File: src/rtl/rom_scan_if.sv
// Bundle between the ROM scan sequencer and its environment: scan control,
// ROM select/data and the valid/ready output stream.
interface rom_scan_if #(
    parameter int SIZE   = 6,
    parameter int ADDR_W = 5
);
    logic              start;
    logic              abort;
    logic              loop_en;
    logic [ADDR_W-1:0] first_idx;
    logic [ADDR_W-1:0] last_idx;
    logic [ADDR_W-1:0] rom_sel;
    logic [SIZE-1:0]   rom_data;
    logic [SIZE-1:0]   out_data;
    logic              out_valid;
    logic              out_ready;
    logic              busy;
    logic              done;
    logic              err;
    logic [7:0]        pass_cnt;

    modport slave (
        input  start, abort, loop_en, first_idx, last_idx, rom_data, out_ready,
        output rom_sel, out_data, out_valid, busy, done, err, pass_cnt
    );

    modport master (
        output start, abort, loop_en, first_idx, last_idx, rom_data, out_ready,
        input  rom_sel, out_data, out_valid, busy, done, err, pass_cnt
    );
endinterface

File: src/rtl/rom_scan_ctrl.sv
// Walks an external combinational ROM over [first_idx, last_idx] and streams
// each word on a valid/ready port; single-pass or continuous loop.
module rom_scan_ctrl #(
    parameter int SIZE   = 6,
    parameter int ADDR_W = 5,
    parameter int DEPTH  = 28
) (
    input  logic       clk,
    input  logic       rst_n,
    rom_scan_if.slave  bus
);
    typedef enum logic [1:0] {IDLE, FETCH, SEND, DONE} state_t;

    state_t            state, state_n;
    logic [ADDR_W-1:0] sel_q, sel_n, first_q, first_n, last_q, last_n;
    logic              loop_q, loop_n;
    logic [SIZE-1:0]   data_q, data_n;
    logic              valid_q, valid_n, busy_q, busy_n, done_q, done_n, err_q, err_n;
    logic [7:0]        pass_q, pass_n;
    logic              legal;

    assign legal = (bus.first_idx <= bus.last_idx) && (int'(bus.last_idx) < DEPTH);

    always_ff @(posedge clk or negedge rst_n) begin
        if (!rst_n) begin
            state   <= IDLE;
            sel_q   <= '0;
            first_q <= '0;
            last_q  <= '0;
            loop_q  <= 1'b0;
            data_q  <= '0;
            valid_q <= 1'b0;
            busy_q  <= 1'b0;
            done_q  <= 1'b0;
            err_q   <= 1'b0;
            pass_q  <= '0;
        end else begin
            state   <= state_n;
            sel_q   <= sel_n;
            first_q <= first_n;
            last_q  <= last_n;
            loop_q  <= loop_n;
            data_q  <= data_n;
            valid_q <= valid_n;
            busy_q  <= busy_n;
            done_q  <= done_n;
            err_q   <= err_n;
            pass_q  <= pass_n;
        end
    end

    always_comb begin
        state_n = state;
        sel_n   = sel_q;
        first_n = first_q;
        last_n  = last_q;
        loop_n  = loop_q;
        data_n  = data_q;
        valid_n = valid_q;
        done_n  = 1'b0;
        err_n   = 1'b0;
        pass_n  = pass_q;

        case (state)
            IDLE: begin
                if (bus.start) begin
                    if (legal) begin
                        first_n = bus.first_idx;
                        last_n  = bus.last_idx;
                        loop_n  = bus.loop_en;
                        sel_n   = bus.first_idx;
                        pass_n  = '0;
                        state_n = FETCH;
                    end else begin
                        err_n = 1'b1;
                    end
                end
            end
            FETCH: begin
                data_n  = bus.rom_data;
                valid_n = 1'b1;
                state_n = SEND;
            end
            SEND: begin
                if (valid_q && bus.out_ready) begin
                    valid_n = 1'b0;
                    if (sel_q != last_q) begin
                        sel_n   = sel_q + 1'b1;
                        state_n = FETCH;
                    end else begin
                        pass_n = pass_q + 8'd1;
                        if (loop_q) begin
                            sel_n   = first_q;
                            state_n = FETCH;
                        end else begin
                            done_n  = 1'b1;
                            state_n = DONE;
                        end
                    end
                end
            end
            DONE: state_n = IDLE;
            default: state_n = IDLE;
        endcase

        // abort wins over a same-cycle handshake: index and pass count stay put
        if (bus.abort && state != IDLE) begin
            state_n = IDLE;
            sel_n   = sel_q;
            pass_n  = pass_q;
            valid_n = 1'b0;
            done_n  = 1'b0;
        end
    end

    always_comb busy_n = (state_n == FETCH) || (state_n == SEND);

    assign bus.rom_sel   = sel_q;
    assign bus.out_data  = data_q;
    assign bus.out_valid = valid_q;
    assign bus.busy      = busy_q;
    assign bus.done      = done_q;
    assign bus.err       = err_q;
    assign bus.pass_cnt  = pass_q;
endmodule

File: src/flat_wrapper.sv
// flat-port wrapper written by rule: the top's interface ports become plain ports
module rom_scan_ctrl_flat 
#(
    parameter int SIZE   = 6,
    parameter int ADDR_W = 5,
    parameter int DEPTH  = 28
)
  (clk, rst_n, bus_start, bus_abort, bus_loop_en, bus_first_idx, bus_last_idx, bus_rom_data, bus_out_ready, bus_rom_sel, bus_out_data, bus_out_valid, bus_busy, bus_done, bus_err, bus_pass_cnt);
  rom_scan_if #(.SIZE(SIZE), .ADDR_W(ADDR_W)) bus_i ();
  input  logic clk;
  input  logic rst_n;
  input wire logic [$bits(bus_i.start)-1:0] bus_start;
  input wire logic [$bits(bus_i.abort)-1:0] bus_abort;
  input wire logic [$bits(bus_i.loop_en)-1:0] bus_loop_en;
  input wire logic [$bits(bus_i.first_idx)-1:0] bus_first_idx;
  input wire logic [$bits(bus_i.last_idx)-1:0] bus_last_idx;
  input wire logic [$bits(bus_i.rom_data)-1:0] bus_rom_data;
  input wire logic [$bits(bus_i.out_ready)-1:0] bus_out_ready;
  output wire logic [$bits(bus_i.rom_sel)-1:0] bus_rom_sel;
  output wire logic [$bits(bus_i.out_data)-1:0] bus_out_data;
  output wire logic [$bits(bus_i.out_valid)-1:0] bus_out_valid;
  output wire logic [$bits(bus_i.busy)-1:0] bus_busy;
  output wire logic [$bits(bus_i.done)-1:0] bus_done;
  output wire logic [$bits(bus_i.err)-1:0] bus_err;
  output wire logic [$bits(bus_i.pass_cnt)-1:0] bus_pass_cnt;
  assign bus_i.start = bus_start;
  assign bus_i.abort = bus_abort;
  assign bus_i.loop_en = bus_loop_en;
  assign bus_i.first_idx = bus_first_idx;
  assign bus_i.last_idx = bus_last_idx;
  assign bus_i.rom_data = bus_rom_data;
  assign bus_i.out_ready = bus_out_ready;
  assign bus_rom_sel = bus_i.rom_sel;
  assign bus_out_data = bus_i.out_data;
  assign bus_out_valid = bus_i.out_valid;
  assign bus_busy = bus_i.busy;
  assign bus_done = bus_i.done;
  assign bus_err = bus_i.err;
  assign bus_pass_cnt = bus_i.pass_cnt;
  rom_scan_ctrl #(.SIZE(SIZE), .ADDR_W(ADDR_W), .DEPTH(DEPTH)) u_core (.clk(clk), .rst_n(rst_n), .bus(bus_i));
endmodule
File: config.mk
export PLATFORM = sky130hd
export DESIGN_NAME = rom_scan_ctrl_flat
export DESIGN_NICKNAME = d
export VERILOG_FILES = /design/src/rtl/rom_scan_if.sv /design/src/rtl/rom_scan_ctrl.sv /design/src/flat_wrapper.sv
export SDC_FILE = /design/constraint.sdc
export NUM_CORES = 1
export LEC_CHECK = 0
export CORE_MARGIN = 2
export CORE_UTILIZATION = 35
export CTS_BUF_LIST = sky130_fd_sc_hd__clkbuf_2 sky130_fd_sc_hd__clkbuf_4 sky130_fd_sc_hd__clkbuf_8
export DETAILED_ROUTE_END_ITERATION = 6
export PLACE_DENSITY = 0.59
export SETUP_SLACK_MARGIN = 0.3
export SLEW_MARGIN = 5
export SYNTH_ARGS = -nofsm -noshare
export SYNTH_HDL_FRONTEND = slang
export SYNTH_SLANG_ARGS = --single-unit
File: constraint.sdc
create_clock -name clk -period 6.52 [get_ports clk]
set_clock_uncertainty 0.1 [all_clocks]
set_input_delay 1.304 -clock clk [delete_from_list [all_inputs] [get_ports clk]]
set_output_delay 1.304 -clock clk [all_outputs]
set_load 0.01 [all_outputs]
==> qor.csv <==
stage,metric,value,unit
power,intPower,629,uW
worst_setup_path,path_cells,clkdlybuf4s50_1 > inv_1 > ha_1 > a21oi_1 > o2bb2ai_1 > nand4_1 > a21oi_1 > xor2_1,
clock_tree,clk_path_buf_depth,2,
power,share_seq_of_total_power,37.3,%
power,p_per_area,400,nW/um2
hold_path,min_path_type,flop to flop,
global_route,grt_util_all_layers,15.0,%
synth,ys_warn_count,0,
floorplanning,ios,45,
layout,layout-drive-gt1-share,13.0,%
power,switching_share,38.7,%
placed_design,portBuffers,44,
drt,first_pass_iters,4,
power,ir_drop,0.168,mV
drt,ant_nets,0,
placed_design,dpl_cell_area,2470,um2
worst_setup_path,critical_path_arrival,3.78,ns
floorplanning,start_util,36.2,%
worst_setup_path,critPathSlowestCell,nand4_1,
synth,synth_nets,224,
worst_setup_path,crit_path_end_kind,flop,
synth,yosys_register_bits,36,
layout,final_common_cell,clkdlybuf4s50_1,
clock_tree,clockRootBuffer,clkbuf_8,
power,p_clk_share,15.6,%
placed_design,dp_hpwl,3240,um
placed_design,gp_congestion,0.797,
clock_tree,postCtsHoldBufs,0,
synth,synth_seq_area_share,45.5,%
worst_setup_path,critPathMaxFanout,17,
global_route,antenna_found_initial,0,
clock_tree,htreeDepth,2,
timing,period_minus_slack,3.68,ns
global_route,first_global_vias,1509,
drt,drt-wirelength-per-cell,14.3,um
drt,drt-initial-drc-count,70,
worst_setup_path,worstPathRequired,6.62,ns
timing,tns,0,ns
synth,ys.flop_type,dfrtp_1,
synth,synth_area,1980,um2
clock_tree,cts_buffers,5,
layout,layout_common_cells,"clkdlybuf4s50_1, dfrtp_1, nor2_1",
clock_tree,cts-resized-gates,0,
worst_setup_path,crit_buf_inv,2,
layout,finalNetCount,269,
outcome,outcome,"finished, final reports clean",
power,switchingPower,396,uW
timing,fin_crit_sh,56.4,%
synth,ys_types,46,
layout,antenna_cells,0,
global_route,grt_pass1_wl,7300,um
drt,vias,1538,
clock_tree,tritoncts,yes,
synth,synth_cells,192,
floorplanning,die_w,79.2,um
power,pwr-share-comb,47.1,%
timing,slew_viol_final,0,
global_route,grt_max_degree,37,
worst_setup_path,start_kind,input port,
clock_tree,clk-insertion-delay-late,0.29,ns
floorplanning,core_area,5470,um2
layout,nFillCells,555,
synth,synth_edf_count,0,
flow_run,maxCapViolations,0,
placed_design,pre_cts_slack,2.53,ns
power,total_power,1.03,mW
timing,slew_headroom,45.1,%
power,leakagePower,1.07,nW
clock_tree,clock-sinks,36,
floorplanning,row_count,27,
layout,syn2layout_area_growth,29.4,%
worst_setup_path,cp_slowest_stage_delay,0.59,ns
timing,max_freq,0.272,GHz
timing,rsz0062_at_grt,no,
synth,synthArstFlopShare,100,%
timing,final_hold_viol_count,0,
timing,setup_viol,0,
synth,avgSynthCellArea,10.3,um2
floorplanning,die-area,6280,um2
timing,fin_ws,2.84,ns
drt,wl,4420,um
drt,viasPerCell,4.96,
worst_setup_path,crit_top_cell,a21oi_1,
worst_setup_path,path_delay_family,compound AO/OA/AOI/OAI gates,
layout,postLayoutCellArea,2560,um2
layout,utilization,46.8,%
global_route,grt.overflow.total,0,
clock_tree,postCtsSetupRepairBufs,0,
worst_setup_path,crit_type,input port to flop,
drt,drcViolationCount,0,
timing,tightest_slew,0.824,ns
clock_tree,clk_pin_slew_worst_paths,0.08,ns
floorplanning,die_y,79.2,um
-- worst reg2reg max path, cell delays in order (launching register included) --
cell	delay (ns)
dfrtp_1	0.40
inv_1	0.08
ha_1	0.58
inv_1	0.30
a21oi_1	0.51
or3_1	0.23
mux2_1	0.32
-- stage by stage --
step / hold slack (ns) / instances
3_5_place_dp: 0.391 / 302
3_3_place_gp: 0.383 / 302
4_1_cts: 0.410 / 310
5_1_grt: 0.432 / 310
2_1_floorplan: 0.369 / 192
6_report: 0.406 / 310
-- final timing paths --
| path | cells after the start | startpoint | endpoint | slack [ns] |
|---|---|---|---|---|
| setup reg to reg | 6 | u_core.state[0] | u_core.bus.pass_cnt[0] | 3.89 |
| hold / removal | 1 | u_core.first_q[3] | u_core.first_q[3] | 0.41 |
| min in group asynchronous | 1 | rst_n | u_core.bus.pass_cnt[7] | 1.01 |
| hold reg to reg | 1 | u_core.first_q[3] | u_core.first_q[3] | 0.41 |
| max in group asynchronous | 1 | rst_n | u_core.state[1] | 4.78 |
| setup / recovery | 8 | bus_last_idx[4] | u_core.bus.busy | 2.84 |
-- sequential cells by signal, indices dropped and copies added (netlist names) --
name and flops:
u_core.bus.busy 1, u_core.bus.done 1, u_core.bus.pass_cnt 8, u_core.bus.err 1
u_core.loop_q 1, u_core.bus.out_valid 1, u_core.bus.rom_sel 5, u_core.first_q 5
u_core.bus.out_data 6, u_core.state 2, u_core.last_q 5
-- cells by family (layout without fill, tap and decap cells) --
| kind of cell | Yosys count | after routing | synth area share, % |
|---|---|---|---|
| simple gates | 66 | 66 | 16.4 |
| flops | 36 | 36 | 45.5 |
| compound gates | 32 | 32 | 12.0 |
| mux | 17 | 17 | 9.73 |
| buf+inv | 16 | 62 | 3.47 |
| xor+xnor | 15 | 15 | 6.63 |
| fa+ha+maj | 10 | 10 | 6.32 |
-- layout make-up --
type                            count  area [um2]  area share, %
Tap cell                           72        90.1           3.52
Inverter                           10        37.5           1.46
Multi-Input combinational cell    140        1010           39.5
Clock buffer                        5        68.8           2.69
Timing Repair Buffer               44         435           17.0
Sequential cell                    36         901           35.2
Clock inverter                      3        18.8          0.732
-- metal layers --
| layer | vias up | wire, um | global-route usage (%) |
|---|---|---|---|
| li1 | 769 | - | - |
| met1 | 739 | 2130 | 20.3 |
| met2 | 26 | 2090 | 24.0 |
| met3 | 4 | 164 | 3.52 |
| met4 | 0 | 40 | 4.14 |
| met5 | - | 0 | 0 |
-- cells in the mapped netlist (3+ instances only) --
cell type | number | area, um2
dfrtp_1 | 36 | 901
nor2_1 | 19 | 71.3
nand2_1 | 17 | 63.8
mux2_2 | 13 | 146
ha_1 | 10 | 125
inv_1 | 10 | 37.5
o21ai_0 | 9 | 45.0
a21oi_1 | 8 | 40.0
xnor2_1 | 8 | 70.1
nand3_1 | 7 | 35.0
xor2_1 | 7 | 61.3
nor4_1 | 6 | 37.5
clkbuf_1 | 3 | 11.3
nand4_1 | 3 | 18.8
-- power by group through the flow --
stage | clock network, mW | registers (mW) | logic, mW
final | 0.160 | 0.383 | 0.483
after global routing | 0.176 | 0.396 | 0.533
after CTS | 0.165 | 0.384 | 0.489
after detailed placement | 0 | 0.388 | 0.486
after global placement | 0 | 0.386 | 0.480
after floorplan | 0 | 0.393 | 0.302
No activity file was read; power rests on OpenSTA's default activity.
